**src/rtl/mmcam_pkg.sv**
```systemverilog
// Shared definitions for the matching-memory CAM controller.
// Holds the FSM state encoding, operation kinds and default geometry.
package mmcam_pkg;

    localparam int DEF_ENTRIES = 64;
    localparam int DEF_ADDR_W  = 6;

    typedef enum logic [1:0] {
        S_IDLE  = 2'd0,
        S_ISSUE = 2'd1,
        S_STALL = 2'd2
    } state_t;

    typedef enum logic [1:0] {
        OP_NONE   = 2'd0,
        OP_WRITE  = 2'd1,
        OP_DELETE = 2'd2,
        OP_BYPASS = 2'd3
    } op_kind_t;

endpackage

```
**src/rtl/mmcam_prio_enc.sv**
```systemverilog
// Rotating priority encoder: finds the first set bit of vec scanning
// upward from index start and wrapping around. WIDTH must be 2**IDX_W,
// so the wrap is a plain truncation of the index arithmetic.
module mmcam_prio_enc
    import mmcam_pkg::*;
#(
    parameter int WIDTH = DEF_ENTRIES,
    parameter int IDX_W = DEF_ADDR_W
) (
    input  logic [WIDTH-1:0] vec,
    input  logic [IDX_W-1:0] start,
    output logic             found,
    output logic [IDX_W-1:0] index
);

    logic [IDX_W-1:0] cand;

    // Scan from the far end back toward start so the last hit kept is the nearest one.
    always_comb begin
        found = 1'b0;
        index = '0;
        cand  = '0;
        for (int k = WIDTH - 1; k >= 0; k--) begin
            cand = start + IDX_W'(k);
            if (vec[cand]) begin
                found = 1'b1;
                index = cand;
            end
        end
    end

endmodule

```
**src/rtl/mmcam_ctrl.sv**
```systemverilog
// Matching-memory CAM controller: classifies each offered packet as a
// bypass, a delete of the matching entry or a write into a free entry,
// stalling while the memory is full. Tracks occupancy and a sticky error.
// Optional feature: define MMCAM_CTRL_RR_ALLOC_EN to make the free-entry
// search start after the last written index instead of at index 0.
module mmcam_ctrl
    import mmcam_pkg::*;
#(
    parameter int ENTRIES = DEF_ENTRIES,
    parameter int ADDR_W  = DEF_ADDR_W
) (
    input  logic               CP,
    input  logic               MR_N,
    input  logic               IN_VALID,
    output logic               IN_READY,
    input  logic               MF,
    input  logic [ENTRIES-1:0] FIRE,
    input  logic [ENTRIES-1:0] VALID,
    output logic [ENTRIES-1:0] EN,
    output logic               WR_E,
    output logic               DEL,
    output logic               BYP,
    output logic               OP_VALID,
    output logic [ADDR_W-1:0]  ADDR,
    output logic [ADDR_W:0]    OCC,
    output logic               FULL,
    output logic               ERR
);

    localparam logic [ADDR_W:0]    OCC_MAX = (ADDR_W + 1)'(ENTRIES);
    localparam logic [ENTRIES-1:0] ONE     = {{(ENTRIES - 1){1'b0}}, 1'b1};

    state_t              state;
    op_kind_t            op_sel;
    logic                take;
    logic                fire_found;
    logic [ADDR_W-1:0]   fire_idx;
    logic                fire_multi;
    logic                free_found;
    logic [ADDR_W-1:0]   free_idx;
    logic [ADDR_W-1:0]   alloc_start;
    logic [ENTRIES-1:0]  one_hot;

    mmcam_prio_enc #(
        .WIDTH (ENTRIES),
        .IDX_W (ADDR_W)
    ) u_fire_enc (
        .vec   (FIRE),
        .start ('0),
        .found (fire_found),
        .index (fire_idx)
    );

    mmcam_prio_enc #(
        .WIDTH (ENTRIES),
        .IDX_W (ADDR_W)
    ) u_free_enc (
        .vec   (~VALID),
        .start (alloc_start),
        .found (free_found),
        .index (free_idx)
    );

    assign fire_multi = |(FIRE & (FIRE - ONE));
    assign one_hot    = ONE << free_idx;
    assign IN_READY   = (state == S_IDLE);
    assign FULL       = (OCC == OCC_MAX);
    assign take       = ((state == S_IDLE) && IN_VALID) || (state == S_STALL);

`ifdef MMCAM_CTRL_RR_ALLOC_EN
    logic [ADDR_W-1:0] alloc_ptr;

    // Remember the slot after the last write so allocation rotates through the memory.
    always_ff @(posedge CP or negedge MR_N) begin
        if (!MR_N) begin
            alloc_ptr <= '0;
        end else if (take && (op_sel == OP_WRITE)) begin
            alloc_ptr <= free_idx + ADDR_W'(1);
        end
    end

    assign alloc_start = alloc_ptr;
`else
    assign alloc_start = '0;
`endif

    // Classify the packet; a stalled packet always needs matching, so MF is only consulted in IDLE.
    always_comb begin
        op_sel = OP_NONE;
        if ((state == S_IDLE) && !MF) begin
            op_sel = OP_BYPASS;
        end else if (fire_found) begin
            op_sel = OP_DELETE;
        end else if (free_found) begin
            op_sel = OP_WRITE;
        end
    end

    // Controller FSM with registered operation pulses, address, occupancy and error.
    always_ff @(posedge CP or negedge MR_N) begin
        if (!MR_N) begin
            state    <= S_IDLE;
            ADDR     <= '0;
            EN       <= '0;
            WR_E     <= 1'b0;
            DEL      <= 1'b0;
            BYP      <= 1'b0;
            OP_VALID <= 1'b0;
            OCC      <= '0;
            ERR      <= 1'b0;
        end else begin
            EN       <= '0;
            WR_E     <= 1'b0;
            DEL      <= 1'b0;
            BYP      <= 1'b0;
            OP_VALID <= 1'b0;
            case (state)
                S_IDLE, S_STALL: begin
                    if (take) begin
                        case (op_sel)
                            OP_BYPASS: begin
                                BYP      <= 1'b1;
                                OP_VALID <= 1'b1;
                                state    <= S_ISSUE;
                            end
                            OP_DELETE: begin
                                DEL      <= 1'b1;
                                OP_VALID <= 1'b1;
                                ADDR     <= fire_idx;
                                state    <= S_ISSUE;
                                if (fire_multi || (OCC == '0)) begin
                                    ERR <= 1'b1;
                                end
                                if (OCC != '0) begin
                                    OCC <= OCC - 1'b1;
                                end
                            end
                            OP_WRITE: begin
                                WR_E     <= 1'b1;
                                OP_VALID <= 1'b1;
                                EN       <= one_hot;
                                ADDR     <= free_idx;
                                state    <= S_ISSUE;
                                if (OCC == OCC_MAX) begin
                                    ERR <= 1'b1;
                                end else begin
                                    OCC <= OCC + 1'b1;
                                end
                            end
                            default: begin
                                state <= S_STALL;
                            end
                        endcase
                    end
                end
                S_ISSUE: begin
                    state <= S_IDLE;
                end
                default: begin
                    state <= S_IDLE;
                end
            endcase
        end
    end

endmodule
```
**config.mk**
```make
export PLATFORM = sky130hd
export DESIGN_NAME = mmcam_ctrl
export DESIGN_NICKNAME = d
export VERILOG_FILES = /design/src/rtl/mmcam_pkg.sv /design/src/rtl/mmcam_prio_enc.sv /design/src/rtl/mmcam_ctrl.sv
export SDC_FILE = /design/constraint.sdc
export NUM_CORES = 1
export LEC_CHECK = 0
export BUFFER_PORTS_ARGS = -buffer_cell sky130_fd_sc_hd__clkbuf_2
export CAP_MARGIN = 25
export CORE_MARGIN = 10
export CORE_UTILIZATION = 25
export CTS_CLUSTER_SIZE = 25
export DETAILED_ROUTE_END_ITERATION = 8
export MAX_ROUTING_LAYER = met4
export PLACE_DENSITY_LB_ADDON = 0.15
export SYNTH_ARGS = -nofsm -noshare
export SYNTH_HDL_FRONTEND = slang
export SYNTH_SLANG_ARGS = --single-unit
```
**constraint.sdc**
```tcl
create_clock -name CP -period 9.7 [get_ports CP]
set_clock_uncertainty 0.05 [all_clocks]
set_input_delay 2.91 -clock CP [delete_from_list [all_inputs] [get_ports CP]]
set_output_delay 2.91 -clock CP [all_outputs]
set_load 0.005 [all_outputs]
```
==> summary.md, run 1 <==
| Metric | Value |
|---|---|
| Maxcap violations | `0` |
| YS warnings | `0` |
| Syn_nets | `812` |
| Synth Instances | `670` |
| CP endpoint kind | `flop` |
| EDFF count, synth | `0` |
| Synthesized cell area | `0.005678 mm2` |
| Max FO, Critical Path | `15` |
| DR pass1 iterations | `5` |
| Fin nets | `1,020` |
| Antenna violations before repair | `0` |
| Final setup TNS | `0 ns` |
| Total Die Area | `0.02914 mm2` |
| Placed cell area | `0.007046 mm2` |
| Final Critical Period | `7.298 ns` |
| Worst hold path class | `flop to flop` |
| Initial drt markers | `377` |
| FFs w/ async S/R, synth | `100.0%` |
| Area share of and/or/nand/nor cells after synthesis | `33.38%` |
| Initial core utilization | `25.23%` |
| # DRC | `0` |
| Hold slack final | `0.4304 ns` |
| Power Density | `129.9 mW/mm2` |
| Synth unique cells | `74` |
| Core ar. | `0.02250 mm2` |
| All-Layer GR Usage | `15.75%` |
| Worst VDD drop | `0.08281 mV` |
| Post-DRT Antenna Nets | `0` |
| Clock sinks | `84` |
| Gr ovfl total | `0` |
| Final Cell Area | `0.007330 mm2` |
| DP Worst Slack | `2.057 ns` |
| RSZ-0062 raised after global routing | `no` |
| Syn_area_per_cell | `8.475 um2` |
| #FFs+latches synth | `84` |
| Post-Synth Adder-Cell Area | `3.041%` |
| Proportion of synthesized area in mux cells | `0.3746%` |
| Largest net degree at the start of global routing | `45` |
| Slew HR | `54.04%` |
| CP Class | `input port to flop` |
| Largest family of logic cells by synthesized area | `simple AND/OR/NAND/NOR gates` |
| Antenna diode count | `0` |
| Compound-Gate Fraction of Synth Area | `21.26%` |
| Clock transition at the registers of the reported paths | `0.07 ns` |
| Buffers added on ports | `215` |
| Share of layout cells above drive strength 1 | `29.56%` |
| WP data required | `9.91 ns` |
| Bufs on Longest Clock Path | `2` |
| Root buf cell | `clkbuf_16` |
| Top_reg_cell synth | `dfrtp_1` |
| First-pass GRT wire length | `35,750 um` |
| Num rows | `55` |
| Top-count cell post-synth | `dfrtp_1` |
| Crit path arrival time | `7.51 ns` |
| Vias per cell | `5.225` |
| Area contributors post-synth | `dfrtp_1 (37%), nor3_1 (6.0%), nand4_1 (4.2%), nand2_1 (3.7%), o21ai_0 (3.3%)` |
| Clock Latency Late Sink | `0.33 ns` |
| Vias in the first global route | `6,325` |
| Routability congestion estimate | `0.9062` |
| Wirelength per Cell | `19.49 um` |
| Final worst slack | `2.402 ns` |
| Hold depth | `2` |
| Leakage | `3.222 nW` |
| Worst Setup Start Kind | `input port` |
| # H-tree levels | `3` |
| Post-Synth XOR/XNOR Area | `0.7713%` |
| Status | `complete, no violations` |
| Total length of routed wires | `22,760 um` |
| Synth top area share | `37.02%` |
| R2r worst-path depth | `13` |
| Setup-failing EPs final | `0` |
| Fmax | `137.0 MHz` |
| Area Growth Syn to Fin | `29.09%` |
| Final period util | `75.24%` |
| Commonest cells post-synth | `dfrtp_1 (84), nor3_1 (68), nand2_1 (56)` |
| Cts bufs inserted | `9` |
| I/O pin cnt | `216` |
| Sequential element share of the synthesized area | `37.02%` |
| Detailed placement HPWL | `18,770 um` |
| CTS tree | `built` |
| Fin. max-slew vios | `0` |
| DIE WIDTH | `170.7 um` |
| Slew @ Worst Pin | `0.6835 ns` |
| Hold_buf cts | `0` |
| Cell taking the most area after synthesis | `dfrtp_1` |
| Via count | `6,103` |
| CTS resizes | `0` |
| Post-CTS Setup Inserts | `0` |
| Final hold vios | `0` |
| Die Y-Extent | `170.7 um` |
[worst max-delay path, cell delays in order]
cell and delay (ns):
clkbuf_2 0.13, nor4_4 0.49, and4_1 0.66, nand4_4 0.25, nor2_1 0.22, o21ai_0 0.11
and2_1 0.20, inv_1 0.08, ha_1 0.45, inv_1 0.32, ha_1 0.39, nor2b_1 0.14
o21ai_0 0.18, a21boi_0 0.15, o21a_1 0.20, or3_1 0.30, a21oi_1 0.18, xnor2_1 0.13
[cell type report]
| class | count | area (um2) |
|---|---|---|
| clock buffers | 9 | 225.2 |
| flip-flops and latches | 84 | 2102 |
| fillers | 2443 | 15170 |
| inverters | 35 | 131.4 |
| repair buffers | 219 | 1109 |
| clock inverters | 7 | 58.81 |
| well taps | 285 | 356.6 |
| multi-input cells | 529 | 3347 |
[flip-flops by register name, summed over array words and instances, names as in the netlist]
register  cells
state         2
BYP           1
OCC           7
ERR           1
DEL           1
ADDR          6
WR_E          1
EN           64
OP_VALID      1
[metrics by stage]
step / util, % / instances / total power, mW
4_1_cts: 32.57 / 1168 / 0.9658
2_1_floorplan: - / 670 / 0.5160
6_report: 32.57 / 1168 / 0.9523
3_3_place_gp: 31.31 / 1152 / 0.6383
5_1_grt: 32.57 / 1168 / 1.011
3_5_place_dp: 31.31 / 1152 / 0.6371
[logic make-up (layout without fill, tap and decap cells)]
logic type | Yosys count | count (layout)
adders and majority gates | 14 | 14
xor gates and xnor gates | 5 | 5
AOI/OAI and AO/OA | 175 | 175
buffers and inverters | 57 | 270
DFF | 84 | 84
and+or+nand+nor | 333 | 333
muxes | 2 | 2
[path summary, 6_finish.rpt]
| path | start | end | slack, ns |
|---|---|---|---|
| worst max-delay path | FIRE[11] | OCC[6] | 2.40 |
| worst max register to register | state[0] | OCC[6] | 6.02 |
| worst min register to register | ADDR[4] | ADDR[4] | 0.43 |
| min in group asynchronous | MR_N | EN[13] | 2.50 |
| worst min-delay path | ADDR[4] | ADDR[4] | 0.43 |
| max in group asynchronous | MR_N | OCC[5] | 6.15 |
[per-layer routing]
| layer | global-route usage [%] | part of all wire (%) | routed length (um) |
|---|---|---|---|
| met2 | 25.51 | 47 | 10640 |
| met1 | 19.72 | 46 | 10380 |
| met3 | 3.986 | 6.6 | 1502 |
| met5 | - | 0 | 0 |
| met4 | 2.555 | 1.1 | 240 |
[cells in the final DEF (no fill, tap or decap), types with 5 or more instances in the layout]
cell type	instances
clkbuf_2	214
dfrtp_1	84
nor3_1	68
nand2_1	56
nor2_1	48
nand4_1	38
o21ai_0	37
inv_1	35
a21oi_1	33
nand3_1	23
nor3b_1	17
nor4_1	16
a211oi_1	10
or4_1	9
and2_1	9
o211ai_1	9
ha_1	9
clkbuf_16	9
and4_1	8
a31oi_1	8
o31ai_1	8
or3_1	7
nand2b_1	7
o21a_1	7
nor2b_1	6
o21ai_1	6
nor4_4	5
o41ai_1	5
buf_4	5
[report_power, final]
group	leakage [nW]	internal (mW)	total, mW	switching (mW)
clock network	0.138	0.178	0.325	0.148
logic	1.94	0.0974	0.237	0.139
registers	1.15	0.368	0.390	0.0228
total	3.22	0.642	0.952	0.310
(Power assumes the default switching activity.)
==> run 2, diff against run 1 <==
--- a/config.mk
+++ b/config.mk
@@ -5,6 +5,7 @@
 export SDC_FILE = /design/constraint.sdc
 export NUM_CORES = 1
 export LEC_CHECK = 0
+export ABC_AREA = 1
 export BUFFER_PORTS_ARGS = -buffer_cell sky130_fd_sc_hd__clkbuf_2
 export CAP_MARGIN = 25
 export CORE_MARGIN = 10
==> constraint.sdc (replaced) <==
create_clock -name CP -period 6.1 [get_ports CP]
set_clock_uncertainty 0.05 [all_clocks]
set_input_delay 1.83 -clock CP [delete_from_list [all_inputs] [get_ports CP]]
set_output_delay 1.83 -clock CP [all_outputs]
set_load 0.005 [all_outputs]
==> run 2 against run 1 <==
  * Clock power up 71%
  * Combinational power increased by 65%
  * Sequential share of layout area down 1.8 points
  * Worst setup slack worse by 1.8 ns
  * Synthesized cell count is 29% higher
  * Register-to-register slack got worse by 3.7 ns
  * Clock-buffer cell count is 1 higher
  * Highest routed layer unchanged
  * Power grew 64%
  * Synthesized area increased by 2.5%
  * Core utilization rose by 1.7 points
  * First-iteration DRC count is 10% lower
  * Sequential cell count unchanged
  * Critical endpoint is now ERR
==> summary.md, run 2 <==
| Metric | Value |
|---|---|
| R2R Path End | `ERR` |
| CP Capture Point | `ERR` |
| Crit path arrival time | `5.72 ns` |
| Filler instances | `2,557` |
| Top-count cell post-synth | `nand2_1` |
| Initial core utilization | `25.54%` |
| DR pass1 iterations | `5` |
| FFs w/ async S/R, synth | `100.0%` |
| Crit-path slowest cell | `nor4_1` |
| Largest net degree at the start of global routing | `56` |
| Most common cell after layout, fill and taps aside | `nand2_1` |
| Cell taking the most area after synthesis | `dfrtp_1` |
| Setup-failing EPs final | `0` |
| Sequential Power Share | `39.5%` |
| Status | `complete, no violations` |
| Die Y-Extent | `172.6 um` |
| Clock sinks | `84` |
| R2r worst-path depth | `21` |
| Register with the most flip-flops | `EN` |
| Routability congestion estimate | `0.9193` |
| Biggest registers after layout | `EN x64, OCC x7, ADDR x6` |
| Top_reg_cell synth | `dfrtp_1` |
| Largest family of logic cells by synthesized area | `simple AND/OR/NAND/NOR gates` |
| Fmax | `180.2 MHz` |
| Max FO, Critical Path | `4` |
| Clock transition at the registers of the reported paths | `0.07 ns` |
| Bufs on Longest Clock Path | `2` |
| Fin. max-slew vios | `0` |
| Sw Share | `31.86%` |
| Logic pwr share | `24.9%` |
| DIE WIDTH | `172.6 um` |
| Core ar. | `0.02278 mm2` |
| Synth unique cells | `45` |
| Syn_nets | `1,007` |
| Antenna diode count | `0` |
| Share of layout cells above drive strength 1 | `29.33%` |
| All-Layer GR Usage | `14.70%` |
| Post-Synth XOR/XNOR Area | `1.054%` |
| Antenna violations before repair | `0` |
| Num rows | `55` |
| Cts bufs inserted | `9` |
| Area share of and/or/nand/nor cells after synthesis | `42.32%` |
| Post-DRT Antenna Nets | `0` |
| CTS resizes | `0` |
| Wirelength per Cell | `15.44 um` |
| Slew @ Worst Pin | `0.6747 ns` |
| Hold_buf cts | `0` |
| Buffers added on ports | `215` |
| Proportion of synthesized area in mux cells | `0%` |
| Final period util | `90.95%` |
| Compound-Gate Fraction of Synth Area | `9.613%` |
| Total Die Area | `0.02977 mm2` |
| CP peak stage delay | `0.29 ns` |
| FF-to-FF setup slack | `2.28 ns` |
| Area Growth Syn to Fin | `34.17%` |
| YS warnings | `0` |
| CP Class | `input port to flop` |
| I/O pin cnt | `216` |
| Final Critical Period | `5.548 ns` |
| Area contributors post-synth | `dfrtp_1 (36%), nand2_1 (14%), nor2_1 (12%), inv_1 (7.2%), o21ai_0 (2.9%)` |
| Max reg flops | `64` |
| Root buf cell | `clkbuf_16` |
| Synth Instances | `865` |
| Crit path from | `FIRE[0]` |
| CP endpoint kind | `flop` |
| Sequential element share of the synthesized area | `36.13%` |
| Worst r2r src | `state[1]` |
| Final hold vios | `0` |
| Placed cell area | `0.007481 mm2` |
| Net switching power | `0.4984 mW` |
| Slew HR | `55.02%` |
| Commonest cells post-synth | `nand2_1 (223), nor2_1 (187), inv_1 (111)` |
| Worst VDD drop | `0.1514 mV` |
| Most frequent cells in the layout | `nand2_1 (223), clkbuf_2 (214), nor2_1 (186), inv_1 (111), dfrtp_1 (84)` |
| Fin nets | `1,252` |
| Synth top area share | `36.13%` |
| Worst hold path class | `flop to flop` |
| WP data required | `6.27 ns` |
| Final Cell Area | `0.007806 mm2` |
| Internal Power | `1.066 mW` |
| First-pass GRT wire length | `34,630 um` |
| #FFs+latches synth | `84` |
| # DRC | `0` |
| Syn_area_per_cell | `6.726 um2` |
| Total length of routed wires | `22,050 um` |
| Power Density | `200.4 mW/mm2` |
| Leakage | `4.009 nW` |
| CTS tree | `built` |
| # H-tree levels | `3` |
| Clock power share | `35.6%` |
| Vias in the first global route | `6,378` |
| Via count | `6,249` |
| Post-Synth Adder-Cell Area | `2.280%` |
| Cell count after placement | `1,412` |
| Post-CTS Setup Inserts | `0` |
| Gr ovfl total | `0` |
| Clock Latency Late Sink | `0.33 ns` |
| Maxcap violations | `0` |
| Initial drt markers | `338` |
| RSZ-0062 raised after global routing | `no` |
| Worst Setup Start Kind | `input port` |
| Detailed placement HPWL | `18,500 um` |
| EDFF count, synth | `0` |
| Fin cells | `1,428` |
| Synthesized cell area | `0.005818 mm2` |
| Final setup TNS | `0 ns` |
| Vias per cell | `4.376` |
## run 2: cell types whose count changed in the layout (fill, tap and decap cells not counted), sizes merged, moves of 9 or more
cell / delta
buf: +29
nor3: -27
inv: +83
or4: -11
nor3b: -15
and2: -9
nand3: +13
nor4: -15
nand2: +175
nand4: -22
nor2: +147
a211oi: -9
## run 2: area by class of cell
cell class / count / area [um2] / share of cell area [%]
Clock buffer: 10 / 229.0 / 2.933
Clock inverter: 6 / 71.32 / 0.9136
Inverter: 118 / 442.9 / 5.674
Multi-Input combinational cell: 649 / 3243 / 41.55
Sequential cell: 84 / 2102 / 26.93
Tap cell: 313 / 391.6 / 5.017
Timing Repair Buffer: 248 / 1326 / 16.99
## run 2: worst max-delay path: cells and delay by family
kind,cells,cell delay (ns)
and+or+nand+nor,17,1.81
adders and majority gates,1,0.19
AOI/OAI and AO/OA,8,1.21
buffers and inverters,8,0.69
## run 2: power groups by stage
| stage | combinational, mW | clock (mW) | sequential (mW) |
|---|---|---|---|
| final | 0.390 | 0.557 | 0.618 |
| after global routing | 0.447 | 0.594 | 0.622 |
| after CTS | 0.393 | 0.577 | 0.617 |
| after detailed placement | 0.391 | 0 | 0.627 |
| after global placement | 0.389 | 0 | 0.627 |
| after floorplan | 0.220 | 0 | 0.622 |
## run 2: worst min path at each step
stage	from	endpoint	slack, ns	cells after the start
3_3_place_gp	ADDR[0]	ADDR[0]	0.42	2
6_report	ERR	ERR	0.43	2
4_1_cts	ERR	ERR	0.43	2
5_1_grt	ERR	ERR	0.46	2
3_5_place_dp	ERR	ERR	0.41	2
2_1_floorplan	ERR	ERR	0.41	2
## run 2: metrics by stage
step | hold WS (ns) | total power, mW | util (%) | setup slack, ns
after floorplan | 0.4068 | 0.8414 | - | 0.8240
after global placement | 0.4155 | 1.017 | 32.84 | 0.1275
after detailed placement | 0.4099 | 1.018 | 32.84 | 0.04755
after CTS | 0.4345 | 1.587 | 34.16 | 0.3622
after global routing | 0.4623 | 1.663 | 34.27 | 0.03759
final | 0.4304 | 1.564 | 34.27 | 0.5521
## run 2: metal layers
metal	share of wire (%)	global-route usage [%]	vias to the layer above
met5	0	-	-
met4	0.62	2.646	0
met3	4.6	2.897	11
met2	48	23.91	168
met1	47	18.70	2806
li1	-	-	3264
## run 2: cell families (layout without fill, tap and decap cells)
family                   count (synthesis)  after routing
AND/OR/NAND/NOR                        537            537
buffers and inverters                  132            382
AO/OA/AOI/OAI                           95             95
flip-flops                              84             84
adder cells (fa/ha/maj)                 10             10
XOR/XNOR                                 7              7
